$ cat config.mk
export PLATFORM = sky130hd
export DESIGN_NAME = avg8_sample_loader
export DESIGN_NICKNAME = d
export VERILOG_FILES = /design/src/rtl/avg_loader_pkg.sv /design/src/rtl/avg8_sample_loader.sv
export SDC_FILE = /design/constraint.sdc
export NUM_CORES = 1
export LEC_CHECK = 0
export ABC_AREA = 1
export ABC_CLOCK_PERIOD_IN_PS = 2090
export BUFFER_PORTS_ARGS = -buffer_cell sky130_fd_sc_hd__buf_2
export CORE_MARGIN = 2
export CORE_UTILIZATION = 46
export DETAILED_ROUTE_END_ITERATION = 10
export GPL_TIMING_DRIVEN = 0
export PLACE_DENSITY = 0.72
export RECOVER_POWER = 100
export SYNTH_ARGS = -nofsm -noshare
export SYNTH_HDL_FRONTEND = slang
export SYNTH_SLANG_ARGS = --single-unit
$ cat constraint.sdc
create_clock -name Clk -period 2.09 [get_ports Clk]
set_clock_uncertainty 0.1 [all_clocks]
set_input_delay 0 -clock Clk [delete_from_list [all_inputs] [get_ports Clk]]
set_output_delay 0 -clock Clk [all_outputs]
set_load 0.1 [all_outputs]
$ cat src/rtl/avg_loader_pkg.sv
// Shared types and sizes for the 8-sample averaging-core loader.
package avg_loader_pkg;

   localparam int unsigned NUM_SAMPLES = 8;
   localparam int unsigned CNT_W       = 3;

   typedef enum logic [1:0] {
      FILL      = 2'd0,
      START     = 2'd1,
      WAIT_DONE = 2'd2,
      OUT       = 2'd3
   } state_t;

endpackage

$ cat src/rtl/avg8_sample_loader.sv
// Collects 8 streamed samples, kicks the averaging core and returns its result.
// Optional core-done watchdog enabled by defining AVG_LOADER_TIMEOUT_EN.
module avg8_sample_loader
   import avg_loader_pkg::*;
#(
   parameter int unsigned DATA_W         = 32,
   parameter int unsigned SHIFT_AMT      = 1,
   parameter int unsigned TIMEOUT_CYCLES = 64
) (
   input  logic              Clk,
   input  logic              Rst,
   input  logic              in_valid,
   input  logic [DATA_W-1:0] in_data,
   output logic              in_ready,
   output logic              core_start,
   input  logic              core_done,
   input  logic [DATA_W-1:0] core_avg,
   output logic [DATA_W-1:0] core_a,
   output logic [DATA_W-1:0] core_b,
   output logic [DATA_W-1:0] core_c,
   output logic [DATA_W-1:0] core_d,
   output logic [DATA_W-1:0] core_e,
   output logic [DATA_W-1:0] core_f,
   output logic [DATA_W-1:0] core_g,
   output logic [DATA_W-1:0] core_h,
   output logic [DATA_W-1:0] core_sa,
   output logic              res_valid,
   output logic [DATA_W-1:0] res_data,
   input  logic              res_ready,
   output logic              res_err
);

   state_t              state;
   logic [CNT_W-1:0]    count;
   logic [DATA_W-1:0]   slots [NUM_SAMPLES];

`ifdef AVG_LOADER_TIMEOUT_EN
   localparam int unsigned WAIT_W = $clog2(TIMEOUT_CYCLES + 1);
   logic [WAIT_W-1:0]   wait_cnt;
`endif

   // Slots only change during FILL, so the core sees frozen operands while it works.
   always_ff @(posedge Clk or negedge Rst) begin
      if (!Rst) begin
         state      <= FILL;
         count      <= '0;
         in_ready   <= 1'b0;
         core_start <= 1'b0;
         res_valid  <= 1'b0;
         res_data   <= '0;
         for (int i = 0; i < NUM_SAMPLES; i++) slots[i] <= '0;
`ifdef AVG_LOADER_TIMEOUT_EN
         res_err    <= 1'b0;
         wait_cnt   <= '0;
`endif
      end else begin
         core_start <= 1'b0;
         case (state)
            FILL: begin
               in_ready <= 1'b1;
               if (in_valid && in_ready) begin
                  slots[count] <= in_data;
                  count        <= count + CNT_W'(1);
                  if (count == CNT_W'(NUM_SAMPLES - 1)) begin
                     state      <= START;
                     in_ready   <= 1'b0;
                     core_start <= 1'b1;
                  end
               end
            end
            START: begin
               state <= WAIT_DONE;
`ifdef AVG_LOADER_TIMEOUT_EN
               wait_cnt <= '0;
`endif
            end
            WAIT_DONE: begin
               if (core_done) begin
                  res_data  <= core_avg;
                  res_valid <= 1'b1;
                  state     <= OUT;
`ifdef AVG_LOADER_TIMEOUT_EN
                  res_err   <= 1'b0;
               end else if (wait_cnt == WAIT_W'(TIMEOUT_CYCLES - 1)) begin
                  res_data  <= '0;
                  res_err   <= 1'b1;
                  res_valid <= 1'b1;
                  state     <= OUT;
               end else begin
                  wait_cnt  <= wait_cnt + WAIT_W'(1);
`endif
               end
            end
            OUT: begin
               if (res_ready) begin
                  res_valid <= 1'b0;
                  in_ready  <= 1'b1;
                  state     <= FILL;
               end
            end
            default: state <= FILL;
         endcase
      end
   end

`ifndef AVG_LOADER_TIMEOUT_EN
   assign res_err = 1'b0;
`endif

   assign core_a  = slots[0];
   assign core_b  = slots[1];
   assign core_c  = slots[2];
   assign core_d  = slots[3];
   assign core_e  = slots[4];
   assign core_f  = slots[5];
   assign core_g  = slots[6];
   assign core_h  = slots[7];
   assign core_sa = DATA_W'(SHIFT_AMT);

endmodule
Word-level counts from Yosys, hierarchy flattened --
Cells that the tools add are included.
Storage, ports and cells: flip-flop bits (word level) 296, bits in latches 0, memory bits (writable) 0, ROM bits 0, input bits 69, word-level logic and storage cells 54, memories 0
Operators by class: add/subtract/negate cells 1, $mul 0, div/mod/pow operators 0, order comparisons 2, eq/ne operators 8, shift operators 0, multiplexer cells 18, bitwise operators 1, reduce and logical (&&, ||, !) cells 10
Operators by type and width (number):
- $bwmux 256 | 1
- $demux 32 s3 | 1
- $mux 32 | 1
- $mux 1 | 8
- $mux 2 | 4
- $ne 2x2->1 const B | 4
- $pmux 2 s4 | 1
- $reduce_and 2->1 | 3
- $eq 2x2->1 const B | 2
- $ge 4x4->1 const B | 1
- $lt 4x1->1 const B | 1
- $not 3->4 | 1
- $pmux 1 s2 | 2
- $reduce_and 4->1 | 1
- $reduce_bool 2->1 | 2
- $add 3x1->3 const B | 1
- $eq 3x3->1 const B | 1
- $reduce_and 3->1 | 1
- $eq 2x1->1 const B | 1
- $logic_and 1x1->1 | 2
- $logic_not 2->1 | 1

Logic depth before layout (Yosys ltp) --
Gate-level depths: netlist of run 1.
depth in word-level cells 6, gate-level depth with buffers 9

Worst setup path before layout of run 1 --
OpenSTA, ideal clock, no wires.
path kind reg-to-reg, from register in_ready, to register slots, in the netlist core_a[0], arrival 1.915 ns, data required time 1.868 ns, slack -0.047 ns, cell stages (with the launch flop) 8, cells stage by stage dfrtp_1 -> nand3_2 -> inv_1 -> buf_4 -> nand3_1 -> clkbuf_1 -> nand2_1 -> nand2_1
Between the ends: word-level cells in the longest chain between the ends 2
Ends and longest elaborated chain:
- from (decl) | line avg8_sample_loader.sv:14 | output logic in_ready,
- from (signal assigned) | line avg8_sample_loader.sv:47 | in_ready <= 1'b0;
- from (signal assigned) | line avg8_sample_loader.sv:60 | in_ready <= 1'b1;
- from (signal assigned) | line avg8_sample_loader.sv:66 | in_ready <= 1'b0;
- $logic_and 1x1->1 | line avg8_sample_loader.sv:61 | if (in_valid && in_ready) begin
- $reduce_and 2->1 (no line)
- to (signal, indexed assignment) | line avg8_sample_loader.sv:62 | slots[count] <= in_data;
- to (decl) | line avg8_sample_loader.sv:35 | logic [DATA_W-1:0] slots [NUM_SAMPLES];
No other way between the ends. A chain may end at the register's enable or synchronous reset.

Final worst setup path of run 1 --
from register state[0], to register slots, in the netlist core_d[15]
Between the ends: word-level cells in the longest chain between the ends 2
Ends and longest elaborated chain:
- from (decl) | line avg8_sample_loader.sv:33 | state_t state;
- from (signal assigned) | line avg8_sample_loader.sv:45 | state <= FILL;
- from (signal assigned) | line avg8_sample_loader.sv:65 | state <= START;
- from (signal assigned) | line avg8_sample_loader.sv:72 | state <= WAIT_DONE;
- $logic_not 2->1 | line avg8_sample_loader.sv:58 | case (state)
- $reduce_and 2->1 (no line)
No other way between the ends.

==> results.md, run 1 <==
- Wirelength per Cell: 17.61 um
- Total Routing Usage GR: 0.2768
- DR DRC count: 0
- Most frequent cell after synthesis: nand2_1
- Post-DP HPWL: 25910 um
- WL final: 37930 um
- Setup crit end kind: register
- Hold violation count in the final report: 0
- Critical Path, Cell by Cell: inv_1 -> ha_2 -> nand3_4 -> buf_4 -> nor2_4 -> clkbuf_4 -> nand2_1 -> nand2_1
- Cell taking the most area after synthesis: dfrtp_1
- Syn avg cell area: 9.005 um2
- Final Critical Period: 1.989 ns
- CP required: about 2.5 ns
- Async set-reset flop share out of synthesis: 1.000
- Port Buffers: roughly 360
- FILL cells: between 2000 and 2500
- Share of the synthesized area in the top cell type: 0.6303
- Starting density of the core: 0.4680
- Post-synth cell types: 21
- Vert. Die Dim: 163.8 um
- Max cap viols: 0
- Clock Latency Late Sink: 0.54 ns
- Total CTS buffers: 31
- Worst min path class: in -> reg
- FP Rows: 58
- Synth Instances: 1305
- Vias in the first global route: 10430
- CP Launch Type: register
- Vias/cell: around 5
- Largest net degree at the start of global routing: about 120
- Crit-path most repeated cell: nand2_1
- Max Clock Freq: approximately 0.50 GHz
- CTS tree: yes
- WP buf/inv: 3
- Final setup fails: 0
- Worst slew pin tran: 1.182 ns
- Final Cycle Share: 0.9515
- Synthesized area: 0.01175 mm2
- Final Wtd Congestion: 0.8135
- I/O pin total: 393
- Clk buf depth: 3
- Worst Path Class, Setup: reg -> reg
- Final net count: 1879
- Seq cells post-synth: 296
- Slew Limit Fails: 0
- Share of cells above drive strength 1: 0.2715
- CTS clk-pin slew, worst paths: 0.06 ns
- Synth Flop Type: dfrtp_1
- Synth area leaders: dfrtp_1 (63%), nand2_1 (19%), o21ai_0 (5.5%)
- Routed vias: 10690
- CP Max Fanout: 10
- Status: finished, final reports clean
- Delay-heaviest family, CP: buffers and inverters
- Layout area overhead: 35.68%
- CP arrival: around 2.4 ns
- Routed Antenna Nets: 0
- H-Tree Depth: 1
- Slowest CP cell: dfrtp_1
- Post-synthesis sequential area ratio: 0.6303
- Total gr overflow: 0
- Slew margin rel.: 0.2151
- Antenna diodes: 0
- Synth warn: 0
- Largest stage delay, worst path: 0.39 ns
- Synth top cells by count: nand2_1 (599), dfrtp_1 (296), o21ai_0 (129)
- Post-synth EDFFs: 0
- Clock root buffer: clkbuf_16
- Final Util: 0.6350
- CTS sink count: 296
- Antenna violations before repair: 0
- Chip width: about 160 um
- RSZ-0062 raised after global routing: false
- Pre-antenna DRT Iters: 6
- Die area: 0.02684 mm2
- DRT iter0 DRCs: roughly 940
- First-pass GRT wire length: 57790 um
- Core Area: 0.02511 mm2
[final timing paths]
path	start	to	cells after the start	slack (ns)
setup / recovery	state[0]	core_d[15]	8	0.10
hold / removal	core_avg[24]	res_data[24]	4	0.12
setup reg to reg	state[0]	core_d[15]	8	0.10
hold reg to reg	core_b[22]	core_b[22]	2	0.37
max in group asynchronous	Rst	core_e[7]	4	0.26
min in group asynchronous	Rst	core_b[24]	3	0.49
[logic make-up after synthesis]
| group | after synthesis | share of synthesized area |
|---|---|---|
| buf+inv | 153 | 0.06271 |
| other cells | 2 | 0.0006391 |
| xor+xnor | 1 | 0.0007455 |
| fa+ha+maj | 6 | 0.006388 |
| compound gates | 132 | 0.05643 |
| simple gates | 715 | 0.2428 |
| flops | 296 | 0.6303 |
[placed cells by master, fill, tap and decap left out, types with 3 or more instances in the layout]
cell,netlist,routed
clkbuf_1,45,41
nor2_1,4,4
dfrtp_1,296,295
buf_4,35,44
buf_1,3,5
buf_6,0,3
nand2_2,1,3
inv_1,45,44
clkbuf_4,0,9
clkbuf_2,0,298
o21ai_0,129,125
buf_2,25,79
clkbuf_8,0,5
nand2_1,599,596
conb_1,2,33
nor2_4,0,4
o21ai_1,2,6
ha_1,6,5
nand3_4,0,3
buf_12,0,3
nand3_1,103,101
clkbuf_16,0,31
dlygate4sd3_1,0,71
[metal layers]
layer  wire (um)  track usage  share of wire  up-vias
met5           0            0              0        -
met3        3271      0.06263          0.086       66
met2       18040       0.4576           0.48      451
met4        1053      0.07616          0.028        0
met1       15560       0.3694           0.41     5137
li1            -            -              -     5037
[state kept, by name, indices dropped and copies added (netlist names), 2 cells and up]
register and cells:
core_a 32, core_b 32, core_c 32, core_d 32, core_e 32, core_f 32
core_g 32, core_h 32, res_data 32, count 3, state 2
[cell type report]
class,count,area [um2],share of cell area
plain buffers,106,639.4,0.04010
clock buffers,48,889.6,0.05580
clock inverters,4,26.28,0.001648
inverters,45,168.9,0.01059
multi-input cells,887,3791,0.2378
flip-flops and latches,296,7408,0.4646
well taps,330,412.9,0.02590
repair buffers,437,2608,0.1635
[stage by stage]
stage	setup TNS, ns	instances	cell area (um2)	hold slack [ns]	setup slack (ns)
after floorplan	0	1336	11870	-0.3956	0.2708
after global placement	-1377.88	2024	14070	0.1326	-5.125
after detailed placement	-36.18	2026	14140	-0.03991	-0.4611
after CTS	-0.05647	2152	15900	0.1041	-0.02177
after global routing	0	2153	15940	0.1375	0.001212
final	0	2153	15940	0.1229	0.1013
[worst min-delay path, cell delays in order]
cell and delay, ns:
dlygate4sd3_1 0.52, buf_2 0.09, nand3_1 0.06, nand2_1 0.06
[repair_timing]
action	CTS	global route
buffers inserted	3	3
setup endpoints to repair	226	238
resized for setup	39	43
pin swaps	3	1
cloned	0	0
hold buffers	71	0
hold endpoints to repair	490	0
Power of run 1 is left out: the tool's default activity adds up to more than one toggle a clock period on the data nets, which glitch-free logic cannot reach.
==> run 2, diff against run 1 <==
Settings changed: BUFFER_PORTS_ARGS -buffer_cell sky130_fd_sc_hd__buf_2 to -buffer_cell sky130_fd_sc_hd__buf_4.
==> results.md, run 2 (synthesis results as in run 1) <==
- Status: finished, final reports clean
- Antenna diodes: 0
- Seq. cell area: 0.007408 mm2
- Routed vias: between 10000 and 15000
- Final net count: 1880
- Total gr overflow: 0
- FP Rows: just under 60
- Vias/cell: about 5.0
- CTS clk-pin slew, worst paths: 0.06 ns
- Routed wl met2: 18250 um
- Max Clock Freq: 0.4989 GHz
- DR DRC count: 0
- Final Critical Period: 2.004 ns
- Most frequent cells in the layout: nand2_1 (596), clkbuf_2 (298), dfrtp_1 (295)
- I/O pin total: approximately 390
- Routed length on met1: between 15000 and 20000 um
- CP required: 2.47 ns
- Highest routed layer: met4
- Antenna violations before repair: 0
- Die area: 0.02684 mm2
- Multi-input logic area: 0.003791 mm2
- Largest net degree at the start of global routing: 121
- Clock root buffer: clkbuf_16
- CP arrival: 2.38 ns
- RSZ-0062 raised after global routing: true
- Hold violation count in the final report: 0
- FILL cells: around 2200
- Vias in the first global route: 10630
- WL final: 38420 um
- Routed wl met3: 3209 um
- Clk buf depth: 3
- Slew Limit Fails: 0
- Worst slew pin tran: 0.6777 ns
- Total Routing Usage GR: 0.2841
- Pre-antenna DRT Iters: 5
- Starting density of the core: 0.4680
- Worst min path class: in -> reg
- Layout area overhead: 38.43%
- Slew margin rel.: 0.5482
- Share of cells above drive strength 1: 0.2810
- Setup crit end kind: register
- Max cap viols: 0
- Wirelength per Cell: 17.79 um
- Worst setup slack after layout: 0.08565 ns
- Final Cycle Share: 0.9590
- CTS tree: yes
- Worst Path Class, Setup: reg -> reg
- Commonest non-fill, non-tap cell in the layout: nand2_1
- CTS sink count: 296
- Final Wtd Congestion: between 0.7 and 0.8
- CP Launch Type: register
- DP Worst Slack: -0.5063 ns
- Clock Latency Late Sink: 0.54 ns
- H-Tree Depth: 1
- First-pass GRT wire length: 59020 um
- Post-DP HPWL: 26170 um
- Chip width: 163.8 um
- Routed Antenna Nets: 0
- Vert. Die Dim: 163.8 um
- Core Area: 0.02511 mm2
- Total CTS buffers: 31
- Final setup fails: 0
- Port Buffers: ~360
- CP Max Fanout: 10
- DRT iter0 DRCs: about 810
## run 2: layout make-up
type / instances / share of cell area
Sequential cell: 296 / 0.4554
Multi-Input combinational cell: 887 / 0.2331
Timing Repair Buffer: 436 / 0.1703
Clock buffer: 45 / 0.05461
Buffer: 108 / 0.04192
Tap cell: 330 / 0.02538
Inverter: 45 / 0.01038
Clock inverter: 12 / 0.008922
## run 2: layer usage
| layer | track usage | up-vias |
|---|---|---|
| met4 | 0.09490 | 0 |
| met1 | 0.3758 | 5151 |
| met2 | 0.4658 | 448 |
| met3 | 0.06414 | 74 |
| met5 | 0 | - |
| li1 | - | 5037 |
## run 2: repair_timing
item / CTS / global route
pin swaps: 2 / 2
cloned: 0 / 0
gates resized for setup: 42 / 48
endpoints found under the hold margin: 492 / 0
setup buffers: 3 / 2
endpoints found under the setup margin: 248 / 247
hold buffers: 71 / 0
## run 2: stage by stage
step	area [um2]	hold slack [ns]	TNS, ns	util	instances
3_3_place_gp	14970	0.1330	-516.29	0.5962	2024
4_1_cts	16910	0.1089	-0.1607	0.6733	2157
2_1_floorplan	11870	-0.3956	0	-	1336
6_report	16270	0.1298	0	0.6478	2159
5_1_grt	16270	0.1496	-0.02109	0.6478	2159
3_5_place_dp	15030	-0.05105	-43.77	0.5987	2026
## run 2: final timing paths
| path | from | endpoint | slack [ns] | cells past startpoint |
|---|---|---|---|---|
| worst max-delay path | count[0] | core_d[2] | 0.09 | 6 |
| worst min-delay path | core_avg[25] | res_data[25] | 0.13 | 4 |
| worst max register to register | count[0] | core_d[2] | 0.09 | 6 |
| worst min register to register | core_b[31] | core_b[31] | 0.37 | 2 |
| max in group asynchronous | Rst | core_a[9] | 0.35 | 4 |
| min in group asynchronous | Rst | core_b[24] | 0.50 | 3 |
## run 2: critical path, stage by stage, from the launching register on
cell and delay (ns):
dfrtp_1 0.34, buf_2 0.24, nand3_1 0.44, nor2_4 0.41, clkbuf_4 0.27, nand2_1 0.07
nand2_1 0.07
Power of run 2 is left out for the same reason.
